### src/rtl/timer_pkg.sv
// ----------------------------------------------------------------------------
// timer_pkg
// Shared definitions for the timing/control counters (up-counter and
// down_counter_timer): the timer FSM state type, the reload mode encodings
// and the default counter width used by both counters.
// ----------------------------------------------------------------------------
package timer_pkg;

    // Default counter/period width shared with the loadable up-counter.
    localparam int TIMER_WIDTH = 8;

    // Mode bit latched on start: one-shot stops at zero, periodic reloads.
    localparam logic MODE_ONESHOT  = 1'b0;
    localparam logic MODE_PERIODIC = 1'b1;

    typedef enum logic [1:0] {
        IDLE = 2'd0,
        RUN  = 2'd1,
        DONE = 2'd2
    } timer_state_t;

endpackage : timer_pkg

### src/rtl/down_counter_timer.sv
// ----------------------------------------------------------------------------
// down_counter_timer
// Loadable synchronous down-counter timer. A start strobe latches a period N
// and counts N, N-1, ..., 0. tc pulses for the single cycle in which count is
// 0. In one-shot mode the timer then parks in DONE with done high. In periodic
// mode it reloads N, so tc repeats every N+1 cycles.
//
// Optional build macro: DOWN_COUNTER_TIMER_PAUSE_EN adds a pause input that
// freezes counting, reload and tc generation while in RUN.
//
// Ports:
//   clk       in   clock, rising edge
//   rst       in   synchronous active-high reset
//   start     in   strobe: latch load_val/periodic and (re)start counting
//   stop      in   strobe: abort to IDLE, count holds (wins over start)
//   periodic  in   sampled with start: 1 = auto-reload, 0 = one-shot
//   pause     in   (macro only) hold the count while in RUN
//   load_val  in   period value N, sampled with start
//   count     out  current count (registered)
//   busy      out  high while in RUN (registered)
//   tc        out  terminal-count pulse, coincident with count==0 in RUN
//   done      out  one-shot completion level (registered)
// ----------------------------------------------------------------------------
module down_counter_timer
    import timer_pkg::*;
#(
    parameter int WIDTH = TIMER_WIDTH
) (
    input  logic             clk,
    input  logic             rst,
    input  logic             start,
    input  logic             stop,
    input  logic             periodic,
`ifdef DOWN_COUNTER_TIMER_PAUSE_EN
    input  logic             pause,
`endif
    input  logic [WIDTH-1:0] load_val,
    output logic [WIDTH-1:0] count,
    output logic             busy,
    output logic             tc,
    output logic             done
);

    timer_state_t     state_q, state_d;
    logic [WIDTH-1:0] count_q, count_d;
    logic [WIDTH-1:0] period_q, period_d;
    logic             mode_q, mode_d;
    logic             busy_q, busy_d;
    logic             tc_q, tc_d;
    logic             done_q, done_d;
    logic             paused;

`ifdef DOWN_COUNTER_TIMER_PAUSE_EN
    assign paused = pause;
`else
    assign paused = 1'b0;
`endif

    always_ff @(posedge clk) begin
        if (rst) begin
            state_q  <= IDLE;
            count_q  <= '0;
            period_q <= '0;
            mode_q   <= MODE_ONESHOT;
            busy_q   <= 1'b0;
            tc_q     <= 1'b0;
            done_q   <= 1'b0;
        end else begin
            state_q  <= state_d;
            count_q  <= count_d;
            period_q <= period_d;
            mode_q   <= mode_d;
            busy_q   <= busy_d;
            tc_q     <= tc_d;
            done_q   <= done_d;
        end
    end

    // tc is computed one edge early (from the value count is about to take)
    // so the registered pulse lines up exactly with count==0.
    always_comb begin
        state_d  = state_q;
        count_d  = count_q;
        period_d = period_q;
        mode_d   = mode_q;
        busy_d   = busy_q;
        tc_d     = tc_q;
        done_d   = done_q;

        if (stop) begin
            // Stop beats start; in IDLE it changes nothing.
            if (state_q != IDLE) begin
                state_d = IDLE;
                busy_d  = 1'b0;
                tc_d    = 1'b0;
                done_d  = 1'b0;
            end
        end else if (start) begin
            state_d  = RUN;
            count_d  = load_val;
            period_d = load_val;
            mode_d   = periodic;
            busy_d   = 1'b1;
            tc_d     = (load_val == '0);
            done_d   = 1'b0;
        end else if (state_q == RUN) begin
            if (paused) begin
                tc_d = 1'b0;
`ifdef DOWN_COUNTER_TIMER_PAUSE_EN
            end else if ((count_q == '0) && !tc_q) begin
                // Resuming while parked at zero: the expiry pulse was
                // suppressed during the pause, so deliver it now.
                tc_d = 1'b1;
`endif
            end else if (count_q != '0) begin
                count_d = count_q - WIDTH'(1);
                tc_d    = (count_q == WIDTH'(1));
            end else if (mode_q == MODE_PERIODIC) begin
                count_d = period_q;
                tc_d    = (period_q == '0);
            end else begin
                state_d = DONE;
                busy_d  = 1'b0;
                tc_d    = 1'b0;
                done_d  = 1'b1;
            end
        end
    end

    assign count = count_q;
    assign busy  = busy_q;
    assign tc    = tc_q;
    assign done  = done_q;

endmodule : down_counter_timer

### config.mk
export PLATFORM = sky130hd
export DESIGN_NAME = down_counter_timer
export DESIGN_NICKNAME = d
export VERILOG_FILES = /design/src/rtl/timer_pkg.sv /design/src/rtl/down_counter_timer.sv
export SDC_FILE = /design/constraint.sdc
export NUM_CORES = 1
export LEC_CHECK = 0
export BUFFER_PORTS_ARGS = -buffer_cell sky130_fd_sc_hd__clkbuf_2
export CAP_MARGIN = 10
export CORE_UTILIZATION = 53
export DETAILED_ROUTE_END_ITERATION = 10
export GPL_ROUTABILITY_DRIVEN = 0
export HOLD_SLACK_MARGIN = 0.1
export PLACE_DENSITY = 0.76
export SLEW_MARGIN = 10
export SYNTH_ARGS = -nofsm -noshare
export SYNTH_HDL_FRONTEND = slang
export SYNTH_SLANG_ARGS = --single-unit
### constraint.sdc
create_clock -name clk -period 2.7 [get_ports clk]
set_input_delay 0.135 -clock clk [delete_from_list [all_inputs] [get_ports clk]]
set_output_delay 0.135 -clock clk [all_outputs]
set_load 0.01 [all_outputs]
==> flow_metrics.py <==
metrics = {
    "job": {
        "maxCapViolCount": 0,
    },
    "timing": {
        "fin_crit_sh": 0.903,
        "drv_slew": 0,
        "worst_pin_slew_ps": 669,
        "max_freq_mhz": 410,
        "fin_skew_ps": 11.6,
        "fin_ws_ps": 262,
        "slew_headroom": 0.554,
        "tns_ps": 0,
        "setup_viol": 0,
        "rsz0062_at_grt": "false",
        "period_minus_slack_ps": 2440,
        "finalHoldViolations": 0,
    },
    "clocking": {
        "clk_latency_ps": 310,
        "clock_sink_count": 20,
        "clockBufferDepth": 2,
        "cts_buffers": 3,
        "cts.reportedPaths.clkPinSlew_ps": 130,
        "ctsResizeCount": 0,
        "cts_tree": "built",
        "cts_root_buf": "clkbuf_4",
        "htreeDepth": 1,
    },
    "worst_hold_path": {
        "hp-class": "input port to flop",
        "hold_depth": 3,
    },
    "yosys": {
        "yosysWarnings": 0,
        "synth.ff_latch_count": 20,
        "syn_inst": 146,
        "yosysSeqAreaShare": 0.345,
        "netlist.top_cell.by_area": "dfxtp_1",
        "yosys-top-cells-area": "dfxtp_1 35%, nand2_1 8.7%, a21oi_1 8.2%",
        "synth_area_per_cell_um2": 7.94,
        "yosysUniqueCellTypes": 36,
        "synth_fp_nets": 162,
        "async_flop_share": 0,
        "synth_edf_count": 0,
        "ys.flop_type": "dfxtp_1",
        "netlist_area_mm2": 0.00116,
        "synth_top_area_frac": 0.345,
    },
    "global_routing": {
        "grt_pass1_wl_mm": 5.19,
        "grt_usage": 0.280,
        "antenna_found_initial": 0,
        "overflow": 0,
        "grt_pass1_vias": 1118,
        "grt_max_degree": 21,
    },
    "drt": {
        "vias": 1257,
        "drcViolationCount": 0,
        "wl_mm": 3.16,
        "wl_per_cell_um": 16.1,
        "first_pass_iters": 4,
        "drtIter0Drc": 66,
        "viasPerCell": 6.38,
        "postRouteAntennaNets": 0,
    },
    "die": {
        "coreArea_mm2": 0.00200,
        "initial_core_util": 0.579,
        "dieHeight_um": 48.8,
        "rows": 16,
        "pin_count": 24,
        "die-area_mm2": 0.00238,
        "die_w_um": 48.8,
    },
    "worst_setup_path": {
        "setup.worst_path.start_class": "flop",
        "cp_max_fo": 9,
        "arrival_ps": 2660,
        "worstRegToRegCells": 6,
        "end_kind": "flop",
        "path_class": "flop to flop",
        "required_ps": 2920,
    },
    "finish": {
        "layout.nets": 187,
        "diodes": 0,
        "area_growth_pct": 18.3,
        "drive_gt1_frac": 0.194,
        "finish.utilization": 0.686,
    },
    "placement": {
        "dpl_worst_slack_ps": 341,
        "place_hpwl_mm": 2.24,
        "portBuffers": 23,
    },
    "power": {
        "peakVddDrop_uv": 321,
        "leakagePower_nw": 0.535,
        "powerDensity_mw_per_mm2": 559,
    },
    "run_status": {
        "status": "completed",
    },
}
==> worst max-delay path, stage by stage (launching register included) <==
cell and delay [ps]:
dfxtp_1 430, inv_1 120, ha_1 240, or3b_2 550
or4_4 510, and2_4 200, a311oi_2 280
==> power by group <==
group	switching [W]	leakage, nW	internal, W
clock	0.000101	0.0210	0.0000824
sequential	0.0000310	0.164	0.000316
combinational	0.000135	0.350	0.000103
total	0.000266	0.535	0.000502
==> routing by layer <==
layer | wire length [µm] | vias to the layer above | track usage | share of wire
li1 | - | 596 | - | -
met1 | 1330 | 568 | 0.378 | 0.42
met2 | 1450 | 78 | 0.438 | 0.46
met3 | 267 | 15 | 0.0374 | 0.084
met4 | 112 | 0 | 0.142 | 0.035
met5 | 0 | - | 0 | 0
==> placed cells by master, fill, tap and decap left out, types with 4 or more instances in the layout <==
master and count:
a21oi_1 19, nor3_1 8, inv_1 5, o31ai_1 4, a311oi_1 6, dfxtp_1 20
dlygate4sd3_1 9, nor4_1 5, nand2_1 27, clkbuf_2 23
==> synth_stat cells (4+ instances only) <==
master and instances:
o31ai_1 4, dfxtp_1 20, a311oi_1 6, nor3_1 8, a21oi_1 19, nor4_1 5, clkbuf_1 8, inv_1 5
nand2_1 27
==> through the flow <==
step / total power (W) / instance area, µm² / hold slack [ps] / std cells
final: 0.000768 / 1370 / 115 / 197
after global routing: 0.000801 / 1370 / 128 / 197
after CTS: 0.000763 / 1370 / 114 / 197
after detailed placement: 0.000574 / 1250 / 365 / 184
after global placement: 0.000572 / 1250 / 362 / 184
after floorplan: 0.000521 / 1160 / 271 / 146
==> cell type report <==
class,instances,area (µm²)
Tap cell,27,33.8
Fill cell,175,629
Clock buffer,4,36.3
Multi-Input combinational cell,109,678
Inverter,5,18.8
Sequential cell,20,400
Timing Repair Buffer,32,205
==> final timing paths <==
kind                    start           to  slack [ps]
hold / removal    load_val[7]  period_q[7]         120
setup / recovery     count[0]     count[3]         260
setup reg to reg     count[0]     count[3]         260
hold reg to reg   period_q[7]  period_q[7]         490
==> registers in the layout, summed over array words and instances, names as in the netlist <==
| register | flops |
|---|---|
| done | 1 |
| mode_q | 1 |
| tc | 1 |
| count | 8 |
| state_q | 1 |
| period_q | 8 |
==> cells by family after synthesis <==
logic type      share of synthesized area
fa+ha+maj                          0.0324
simple gates                        0.256
buf+inv                            0.0701
xor+xnor                           0.0151
compound gates                      0.282
flops                               0.345
==> what timing repair did <==
item,CTS,global route
endpoints found under the hold margin,11,0
hold buffers,9,0
setup buffers,0,0
No activity file was read; power rests on OpenSTA's default activity.
